--- src/rtl/vecmac_accum.sv ---
// rtl/vecmac_accum.sv - saturating dot-product accumulator with a 2-entry result FIFO
// Sums partial-sum beats for len beats per job, then queues {sat, acc} for the consumer.
module vecmac_accum #(
  parameter int ACCW = 32,
  parameter int LENW = 16
) (
  input  logic            clk,
  input  logic            rst_n,
  input  logic            start,
  input  logic [LENW-1:0] len,
  input  logic            in_valid,
  input  logic [17:0]     in_sum,
  output logic            out_valid,
  input  logic            out_ready,
  output logic [ACCW-1:0] out_acc,
  output logic            out_sat,
  output logic            busy,
  output logic            drop_err
);

  typedef enum logic {IDLE, ACCUM} state_t;

  state_t          state_q;
  logic [LENW-1:0] len_q, cnt_q;
  logic [ACCW-1:0] acc_q;
  logic            sat_q, drop_q;
  logic [ACCW:0]   mem_q [2];
  logic            rd_q, wr_q;
  logic [1:0]      fill_q;

  logic [ACCW:0]   sum_d;
  logic [ACCW-1:0] acc_d;
  logic            sat_d;
  logic [LENW-1:0] cnt_d;
  logic            accept_start, beat, last, pop, push, drop;

  always_comb begin
    sum_d        = {1'b0, acc_q} + {{(ACCW-17){1'b0}}, in_sum};
    acc_d        = sum_d[ACCW] ? {ACCW{1'b1}} : sum_d[ACCW-1:0];
    sat_d        = sat_q | sum_d[ACCW];
    cnt_d        = cnt_q + {{(LENW-1){1'b0}}, 1'b1};
    accept_start = start && (len != '0);
    // A restarting job's beat in the start cycle is dropped along with its partial sum
    beat         = (state_q == ACCUM) && in_valid && !accept_start;
    last         = beat && (cnt_d == len_q);
    pop          = (fill_q != 2'd0) && out_ready;
    push         = last && ((fill_q != 2'd2) || pop);
    drop         = last && (fill_q == 2'd2) && !pop;
  end

  always_ff @(posedge clk) begin
    if (!rst_n) begin
      state_q <= IDLE;
      len_q   <= '0;
      cnt_q   <= '0;
      acc_q   <= '0;
      sat_q   <= 1'b0;
      drop_q  <= 1'b0;
      rd_q    <= 1'b0;
      wr_q    <= 1'b0;
      fill_q  <= 2'd0;
    end else begin
      if (accept_start) begin
        state_q <= ACCUM;
        len_q   <= len;
        cnt_q   <= '0;
        acc_q   <= '0;
        sat_q   <= 1'b0;
        drop_q  <= 1'b0;
      end else if (beat) begin
        acc_q <= acc_d;
        sat_q <= sat_d;
        cnt_q <= cnt_d;
        if (last) state_q <= IDLE;
      end
      if (drop) drop_q <= 1'b1;
      if (push) begin
        mem_q[wr_q] <= {sat_d, acc_d};
        wr_q        <= ~wr_q;
      end
      if (pop) rd_q <= ~rd_q;
      fill_q <= fill_q + {1'b0, push} - {1'b0, pop};
    end
  end

  always_comb begin
    out_valid = (fill_q != 2'd0);
    out_acc   = out_valid ? mem_q[rd_q][ACCW-1:0] : '0;
    out_sat   = out_valid & mem_q[rd_q][ACCW];
    busy      = (state_q == ACCUM);
    drop_err  = drop_q;
  end

endmodule
--- config.mk ---
export PLATFORM = sky130hd
export DESIGN_NAME = vecmac_accum
export DESIGN_NICKNAME = d
export VERILOG_FILES = /design/src/rtl/vecmac_accum.sv
export SDC_FILE = /design/constraint.sdc
export NUM_CORES = 1
export LEC_CHECK = 0
export ABC_AREA = 1
export CAP_MARGIN = 10
export CORE_MARGIN = 8
export CORE_UTILIZATION = 50
export DETAILED_ROUTE_END_ITERATION = 10
export GPL_TIMING_DRIVEN = 0
export PLACE_DENSITY = 0.74
export SLEW_MARGIN = 15
export SYNTH_ARGS = -nofsm -noshare
export SYNTH_HDL_FRONTEND = slang
export SYNTH_SLANG_ARGS = --single-unit
export TNS_END_PERCENT = 100
--- constraint.sdc ---
create_clock -name clk -period 8.7 [get_ports clk]
set_clock_uncertainty 0.05 [all_clocks]
set_input_delay 0.87 -clock clk [delete_from_list [all_inputs] [get_ports clk]]
set_output_delay 0.87 -clock clk [all_outputs]
set_load 0.05 [all_outputs]
[Yosys cells after proc, flatten, opt, wreduce, memory -nomap -nowiden]
Memories as Yosys holds them, arrays and structs flattened. A register that Yosys moved wholly into a read port is not among the register bits.
Cells that the tools add are included.
Operators by class
  add/subtract/negate cells: 4
  bitwise gates (word level): 5
  equal/unequal tests: 3
  reductions and logical operators: 18
  muxes and demuxes: 12
Operator list (count)
  $mux W32: 2
  $add A32 B18 Y33: 1
  $add A16 B1 Y16 const B: 1
  $eq A16 B16 Y1: 1
  $reduce_bool A16 Y1: 1
  $mux W1: 10
  $logic_and A1 B1 Y1: 8
  $reduce_bool A2 Y1: 4
  $not A1 Y1: 3
  $add A2 B1 Y2: 1
  $eq A2 B2 Y1 const B: 1
  $logic_not A1 Y1: 2
  $ne A2 B2 Y1 const B: 1
  $reduce_and A2 Y1: 1
  $reduce_or A2 Y1: 1
  $sub A2 B1 Y2: 1
  $and A1 B1 Y1: 1
  $logic_or A1 B1 Y1: 1
  $or A1 B1 Y1: 1
Storage, ports and cells
  memory bits (writable): 66
  input bits: 39
  memories kept: 1
  word-level logic and storage cells: 52
  bits in registers: 71
Memory list
  mem_q: depth 2, bits a word 33, read ports 1, clocked after memory_dff 1, wr ports 1, RTL line 27  | logic [ACCW:0] mem_q [2];

[Longest topological paths before layout]
Gate-level depths: netlist of the first run.
  word-level depth: 9
  mapped depth: 19
  gate-level depth less buffers: 18

[Least setup slack after synthesis of the first run]
No wires, ideal clock.
  path kind: input port to flip-flop
  from: input port len[9]
  to: memory mem_q[1][0] in the netlist's numbering (enable)
  data arrival time: 2.769 ns
  buffers on the path: 0
  cell stages on the path: 11
  path slack: 5.484 ns
  required time: 8.253 ns
  cell sequence: nor2_1 nand2_1 nor2_1 nand2_1 a21oi_1 nand3_1 nor2_1 nand3_1 nor2_4 nand3_2 nor2_2
Between the ends
  longest elaborated chain between the ends: 9
RTL lines
  start, declared: RTL line 10  | input logic [LENW-1:0] len,
  $reduce_bool A16 Y1: RTL line 42  | accept_start = start && (len != '0);
  $logic_and A1 B1 Y1: RTL line 42
  $logic_not A1 Y1: RTL line 44  | beat = (state_q == ACCUM) && in_valid && !accept_start;
  $logic_and A1 B1 Y1: RTL line 44
  $logic_and A1 B1 Y1: RTL line 45  | last = beat && (cnt_d == len_q);
  $logic_and A1 B1 Y1: RTL line 47  | push = last && ((fill_q != 2'd2) || pop);
  $mux W1: RTL line 77  | if (push) begin
  $mux W1: RTL line 52  | if (!rst_n) begin
  $mux W1 (not written as such): RTL line 78  | mem_q[wr_q] <= {sat_d, acc_d};
  end, declared: RTL line 27
No other way between the ends.

==> impl_metrics.py, run 1 <==
metrics = {
    "logic_synthesis": {
        "synth_most_common_cell": "nand2_1",
        "syn_area_sq_um": 7720,
        "yosysTopAreaCellShare_pct": 25.67,
        "syn_nets": 1105,
        "yosysWarningCount": 0,
        "synth_common_cells": "267 x nand2_1, 149 x nor2_1, 120 x inv_1",
        "ys_seq_elements": 138,
        "synthCells": 1044,
        "synth-edff-count": 66,
        "synth_area_leaders": "edfxtp_1 26%, dfxtp_1 19%, nand2_1 13%",
        "synth_cell_types": 39,
        "synth_top_area_cell": "edfxtp_1",
        "ys_async_sr_fraction_pct": 0,
        "seq_area_frac_synth_pct": 44.34,
        "syn_area_per_cell_sq_um": 7.395,
        "synth_ff_type": "dfxtp_1",
    },
    "placed_design": {
        "place_inst": 1307,
        "hpwlAfterDp_microns": 15300,
        "placed_area_sq_um": 8728,
        "io_buffers": 74,
        "gp_congestion": 0.9639,
    },
    "cts": {
        "cts_max_level": 4,
        "cts-hold-fix-buffers": 0,
        "insertion_delay_ps": 430,
        "post_cts_buffers": 0,
        "cts_root_buf": "clkbuf_16",
        "cts.path.max_buffers": 2,
        "cts.sinks": 138,
        "cts_inserted_buffers": 17,
        "cts_resized": 0,
        "cts_tree": "built",
        "clk_pin_slew_ps": 60,
    },
    "timing": {
        "finalCriticalPeriod_ps": 3591,
        "slew_viol_final": 0,
        "setup_tns_ps": 0,
        "min_period_over_period_pct": 41.27,
        "worstMarginPinSlew_ps": 724.7,
        "maxSlewHeadroom_pct": 51.61,
        "hold_violations": 0,
        "setup_viol": 0,
        "max_freq_mhz": 278.5,
        "grt_setup_unrepaired": "no",
    },
    "global_route": {
        "first_global_vias": 6550,
        "grt_overflow": 0,
        "grt_usage_pct": 20.86,
        "antenna_found_initial": 0,
        "grt_pass1_wl_microns": 32590,
        "grt_max_degree": 34,
    },
    "setup_path": {
        "slowest_delay_ps": 840,
        "criticalPathCategory": "register to output pin",
        "start_kind": "register",
        "cp.arrival_ps": 2670,
        "cp_slowest_cell": "clkdlybuf4s50_1",
        "end_kind": "output pin",
        "crit_chain": "clkbuf_1 > inv_1 > buf_1 > nand2_1 > a21oi_1 > clkdlybuf4s50_1",
        "cp_max_fo": 10,
        "cp.required_ps": 7780,
    },
    "floorplanning": {
        "coreArea_sq_um": 15150,
        "num_rows": 45,
        "die_y_microns": 140.3,
        "die_x_microns": 140.3,
        "io_pins": 75,
        "start_util_pct": 50.97,
        "dieArea_sq_um": 19670,
    },
    "power": {
        "p_leak_nw": 3.971,
        "vdd_drop_max_v": 0.0001236,
        "p_per_area_nw_per_um2": 186.9,
        "total_power_mw": 1.738,
    },
    "finish": {
        "drive_gt1_share_pct": 6.603,
        "n_fill_cell": 1368,
        "area_growth_pct": 20.49,
        "nets": 1199,
        "fin_area_sq_um": 9301,
        "fin_cells": 1339,
        "diodes": 0,
    },
    "detailed_routing": {
        "vias": 7107,
        "wl_met1_microns": 9184,
        "drtIter0Drc": 593,
        "vias_per_cell": 5.308,
        "routed_wl_microns": 20080,
        "top_layer": "met4",
        "route.met2.wl_microns": 9032,
        "dr.pass1.iters": 7,
        "ant_nets": 0,
        "drc": 0,
        "wl_met3_microns": 1459,
        "wire_per_inst_microns": 14.99,
    },
    "outcome": {
        "status": "complete, no violations",
    },
    "worst_hold_path": {
        "min-delay-path-class": "register to register",
    },
    "flow_run": {
        "maxCapViolCount": 0,
    },
}
==> placed cells by master, fill, tap and decap left out, drive strengths merged <==
| cell type | n |
|---|---|
| a211oi | 8 |
| a21boi | 1 |
| a21o | 4 |
| a21oi | 80 |
| a22oi | 1 |
| a311oi | 1 |
| and2 | 1 |
| and3 | 1 |
| buf | 12 |
| bufinv | 2 |
| clkbuf | 39 |
| clkdlybuf4s50 | 74 |
| clkinv | 5 |
| clkinvlp | 3 |
| dfxtp | 72 |
| edfxtp | 66 |
| fa | 1 |
| ha | 21 |
| inv | 127 |
| nand2 | 272 |
| nand3 | 80 |
| nand3b | 3 |
| nand4 | 18 |
| nor2 | 159 |
| nor3 | 13 |
| o211ai | 1 |
| o21a | 2 |
| o21ai | 61 |
| or2 | 5 |
| xnor2 | 3 |
| xnor3 | 1 |
| xor2 | 14 |
==> worst max-delay path: cells and delay by family (launching register included) <==
kind	cells	cell delay (ps)
flops	1	300
compound gates	1	200
buf+inv	4	1660
simple gates	1	90
==> final timing paths <==
kind	startpoint	endpoint	slack (ps)	depth (start not counted)
min	drop_err	drop_err	400	2
min reg2reg	drop_err	drop_err	400	2
max	register	out_acc[8]	5110	6
max reg2reg	cnt_q[0]	mem_q[1][5]	5590	14
==> through the flow <==
step                setup slack [ps]  hold WS, ps  utilization [%]
finish                          5109        400.1            61.41
global route                    4888        428.9            61.41
CTS                             5052        402.7            61.41
detailed placement              4806        389.0            57.63
global placement                4157        386.5            57.41
floorplan                       5484        375.5                -
==> metal layers <==
metal | vias to the layer above | track usage (%)
li1 | 3615 | -
met1 | 3235 | 27.37
met2 | 222 | 32.76
met3 | 35 | 4.825
met4 | 0 | 8.057
met5 | - | 0
==> state kept, by name (all words and copies together) (netlist names), named ones only <==
| register | cells |
|---|---|
| mem_q | 66 |
| acc_q | 32 |
| cnt_q | 16 |
| len_q | 16 |
| fill_q | 2 |
| busy | 1 |
| drop_err | 1 |
| rd_q | 1 |
| sat_q | 1 |
| wr_q | 1 |
==> cell type report <==
class | count | area [sq um] | area share, %
Buffer | 32 | 145.1 | 1.560
Clock buffer | 18 | 429.2 | 4.614
Clock inverter | 14 | 143.9 | 1.547
Inverter | 123 | 461.7 | 4.964
Multi-Input combinational cell | 751 | 3695 | 39.72
Sequential cell | 138 | 3423 | 36.80
Tap cell | 188 | 235.2 | 2.529
Timing Repair Buffer | 75 | 768.2 | 8.259
==> power by group <==
group	total [mW]	leakage, nW	internal (mW)	switching, mW
registers	0.704	1.19	0.693	0.0106
clock network	0.707	0.273	0.422	0.285
logic	0.327	2.51	0.102	0.225
==> cell families (layout without fill, tap and decap cells) <==
family                     after synthesis  in the layout  share of synthesized area, %
AOI/OAI and AO/OA                      159            159                         10.96
adders and majority gates               22             22                         3.663
xor gates and xnor gates                18             18                         2.220
DFF                                    138            138                         44.34
buffers and inverters                  155            262                         7.861
and+or+nand+nor                        552            552                         30.96
No activity file was read; power rests on OpenSTA's default activity.
==> inputs of run 2 (changes only) <==
==> constraint.sdc (replaced) <==
create_clock -name clk -period 3.7 [get_ports clk]
set_clock_uncertainty 0.05 [all_clocks]
set_input_delay 0.37 -clock clk [delete_from_list [all_inputs] [get_ports clk]]
set_output_delay 0.37 -clock clk [all_outputs]
set_load 0.05 [all_outputs]
==> results of run 2 <==
Same layout as run 1 (identical final DEF). Status: complete, no violations.
Main changes from that run: setup slack after placement 4806 ps -> 306.1 ps; setup slack after layout 5109 ps -> 588.1 ps; end point of the critical path out_acc[8] -> mem_q[1][5]; register-to-register setup slack 5590 ps -> 590 ps; total power 1.738 mW -> 4.088 mW; worst IR drop on VDD 0.0001236 V -> 0.0002907 V
==> inputs of run 3 (changes only) <==
--- a/config.mk
+++ b/config.mk
@@ -11,7 +11,7 @@
 export CORE_UTILIZATION = 50
 export DETAILED_ROUTE_END_ITERATION = 10
 export GPL_TIMING_DRIVEN = 0
-export PLACE_DENSITY = 0.74
+export PLACE_DENSITY = 0.77
 export SLEW_MARGIN = 15
 export SYNTH_ARGS = -nofsm -noshare
 export SYNTH_HDL_FRONTEND = slang
==> constraint.sdc (replaced) <==
create_clock -name clk -period 2.71 [get_ports clk]
set_clock_uncertainty 0.05 [all_clocks]
set_input_delay 0.271 -clock clk [delete_from_list [all_inputs] [get_ports clk]]
set_output_delay 0.271 -clock clk [all_outputs]
set_load 0.05 [all_outputs]
==> impl_metrics.py, run 3 (synthesis results as in run 1) <==
metrics = {
    "outcome": {
        "status": "finished, violations left",
        "violations": "negative setup slack",
    },
    "finish": {
        "nets": 1223,
        "diodes": 0,
        "final_common_cell": "nand2_1",
        "drive_gt1_share_pct": 13.11,
        "n_fill_cell": 1341,
        "multi_input_area_sq_um": 3906,
        "layout_common_cells": "255 x nand2_1, 134 x nor2_1, 118 x inv_1",
        "regArea_sq_um": 3433,
        "largest_register_ffs": 66,
        "top_register": "mem_q",
        "area_growth_pct": 25.69,
        "utilization_pct": 64.06,
        "fin_area_sq_um": 9703,
        "largestRegisters": "mem_q (66), acc_q (32)",
    },
    "timing": {
        "min_period_over_period_pct": 101.6,
        "maxSlewHeadroom_pct": 58.59,
        "worstMarginPinSlew_ps": 621.2,
        "setup_tns_ps": -42.77,
        "slew_viol_final": 0,
        "grt_setup_unrepaired": "yes",
        "max_freq_mhz": 363.3,
        "finalWorstSetupSlack_ps": -42.77,
        "finalCriticalPeriod_ps": 2753,
        "hold_violations": 0,
        "setup_viol": 1,
    },
    "floorplanning": {
        "die_x_microns": 140.3,
        "dieArea_sq_um": 19670,
        "num_rows": 45,
        "io_pins": 75,
        "die_y_microns": 140.3,
        "start_util_pct": 50.97,
        "coreArea_sq_um": 15150,
    },
    "worst_hold_path": {
        "hold_end": "drop_err",
        "min_from": "drop_err",
        "hold_depth": 2,
        "min-delay-path-class": "register to register",
    },
    "cts": {
        "cts_max_level": 4,
        "clk_pin_slew_ps": 60,
        "cts_root_buf": "clkbuf_16",
        "insertion_delay_ps": 430,
        "cts.sinks": 138,
        "cts.path.max_buffers": 2,
        "cts_tree": "built",
        "cts-hold-fix-buffers": 0,
        "cts_inserted_buffers": 17,
    },
    "detailed_routing": {
        "vias": 7283,
        "vias_per_cell": 5.343,
        "drc": 0,
        "drtIter0Drc": 519,
        "wire_per_inst_microns": 15.58,
        "dr.pass1.iters": 5,
        "routed_wl_microns": 21230,
        "ant_nets": 0,
    },
    "placed_design": {
        "placed_area_sq_um": 8705,
        "gp_congestion": 0.9243,
        "dp_slack_ps": -726.8,
        "io_buffers": 74,
        "hpwlAfterDp_microns": 15350,
    },
    "setup_path": {
        "cp_top_family": "simple AND/OR/NAND/NOR gates",
        "criticalPathCategory": "register to register",
        "slowest_delay_ps": 360,
        "cp_common_cell": "nand3_2",
        "cp.required_ps": 3000,
        "cp_max_fo": 4,
        "r2r_cells": 18,
        "cp.arrival_ps": 3050,
        "rr_endpoint": "fill_q[1]",
        "end_kind": "register",
        "path_buf_inv": 3,
        "crit_chain": "ha_4 > inv_1 > nand2_1 > nand2_1 > nor2_2 > nand3_2 > nor2_2 > nand3_2 > nor2_4 > nand3_2 > nor2_4 > nand3_4 > ha_1 > inv_1 > ha_2 > xor2_2 > buf_4 > a21oi_1",
        "cp_slowest_cell": "dfxtp_4",
        "start_kind": "register",
        "r2r-start": "cnt_q[0]",
        "rrSetupSlack_ps": -40,
    },
    "global_route": {
        "grt_max_degree": 18,
        "grt_pass1_wl_microns": 34050,
        "antenna_found_initial": 0,
        "grt_overflow": 0,
        "first_global_vias": 7066,
        "grt_usage_pct": 21.70,
    },
    "flow_run": {
        "maxCapViolCount": 0,
    },
    "power": {
        "p_leak_nw": 4.252,
        "p_per_area_nw_per_um2": 573.1,
        "vdd_drop_max_v": 0.0003677,
    },
}
-- run 3: stage by stage --
stage,power [mW],instances,hold WS [ps]
2_1_floorplan,2.982,1044,351.3
3_3_place_gp,3.341,1306,387.4
5_1_grt,5.748,1363,447.6
3_5_place_dp,3.354,1306,398.3
6_report,5.561,1363,408.8
4_1_cts,5.532,1354,408.1
-- run 3: metal layers --
layer	track usage, %	vias up	wire, microns	share of wire (%)
met4	8.800	0	484	2.3
li1	-	3652	-	-
met2	36.70	242	10140	48
met3	4.893	38	1343	6.3
met5	0	-	0	0
met1	26.24	3351	9264	44
-- run 3: final cells by class --
| class | count | area share [%] |
|---|---|---|
| Multi-Input combinational cell | 752 | 40.26 |
| Sequential cell | 138 | 35.38 |
| Timing Repair Buffer | 97 | 9.645 |
| Inverter | 123 | 4.836 |
| Clock buffer | 20 | 4.500 |
| Tap cell | 188 | 2.424 |
| Buffer | 32 | 1.586 |
| Clock inverter | 12 | 1.289 |
| Timing Repair inverter | 1 | 0.07737 |
-- run 3: worst max-delay path by stage --
stage	from	endpoint	slack (ps)	cells past startpoint
6_report	cnt_q[0]	fill_q[1]	-40	18
5_1_grt	cnt_q[1]	fill_q[1]	-200	18
3_3_place_gp	len[7]	mem_q[1][2]	-700	12
4_1_cts	cnt_q[1]	fill_q[1]	6	18
3_5_place_dp	len[12]	mem_q[1][2]	-730	12
2_1_floorplan	cnt_q[0]	fill_q[1]	110	18
-- run 3: tightest hold or removal path: stages, from the launching register on --
cell,delay (ps)
dfxtp_1,310
nand2_1,60
nand2_1,40
-- run 3: power by group --
part | switching [mW] | leakage [nW] | internal [mW] | total (mW)
Sequential | 0.0349 | 1.19 | 2.22 | 2.26
Clock | 0.905 | 0.272 | 1.35 | 2.25
Combinational | 0.746 | 2.79 | 0.302 | 1.05
Total | 1.69 | 4.25 | 3.87 | 5.56
-- run 3: what timing repair did --
item                       in CTS  in global routing
pin swaps                      10                 19
gates cloned                    2                  0
setup buffers                  14                  9
resized for setup              55                 60
setup endpoints to repair     100                 89
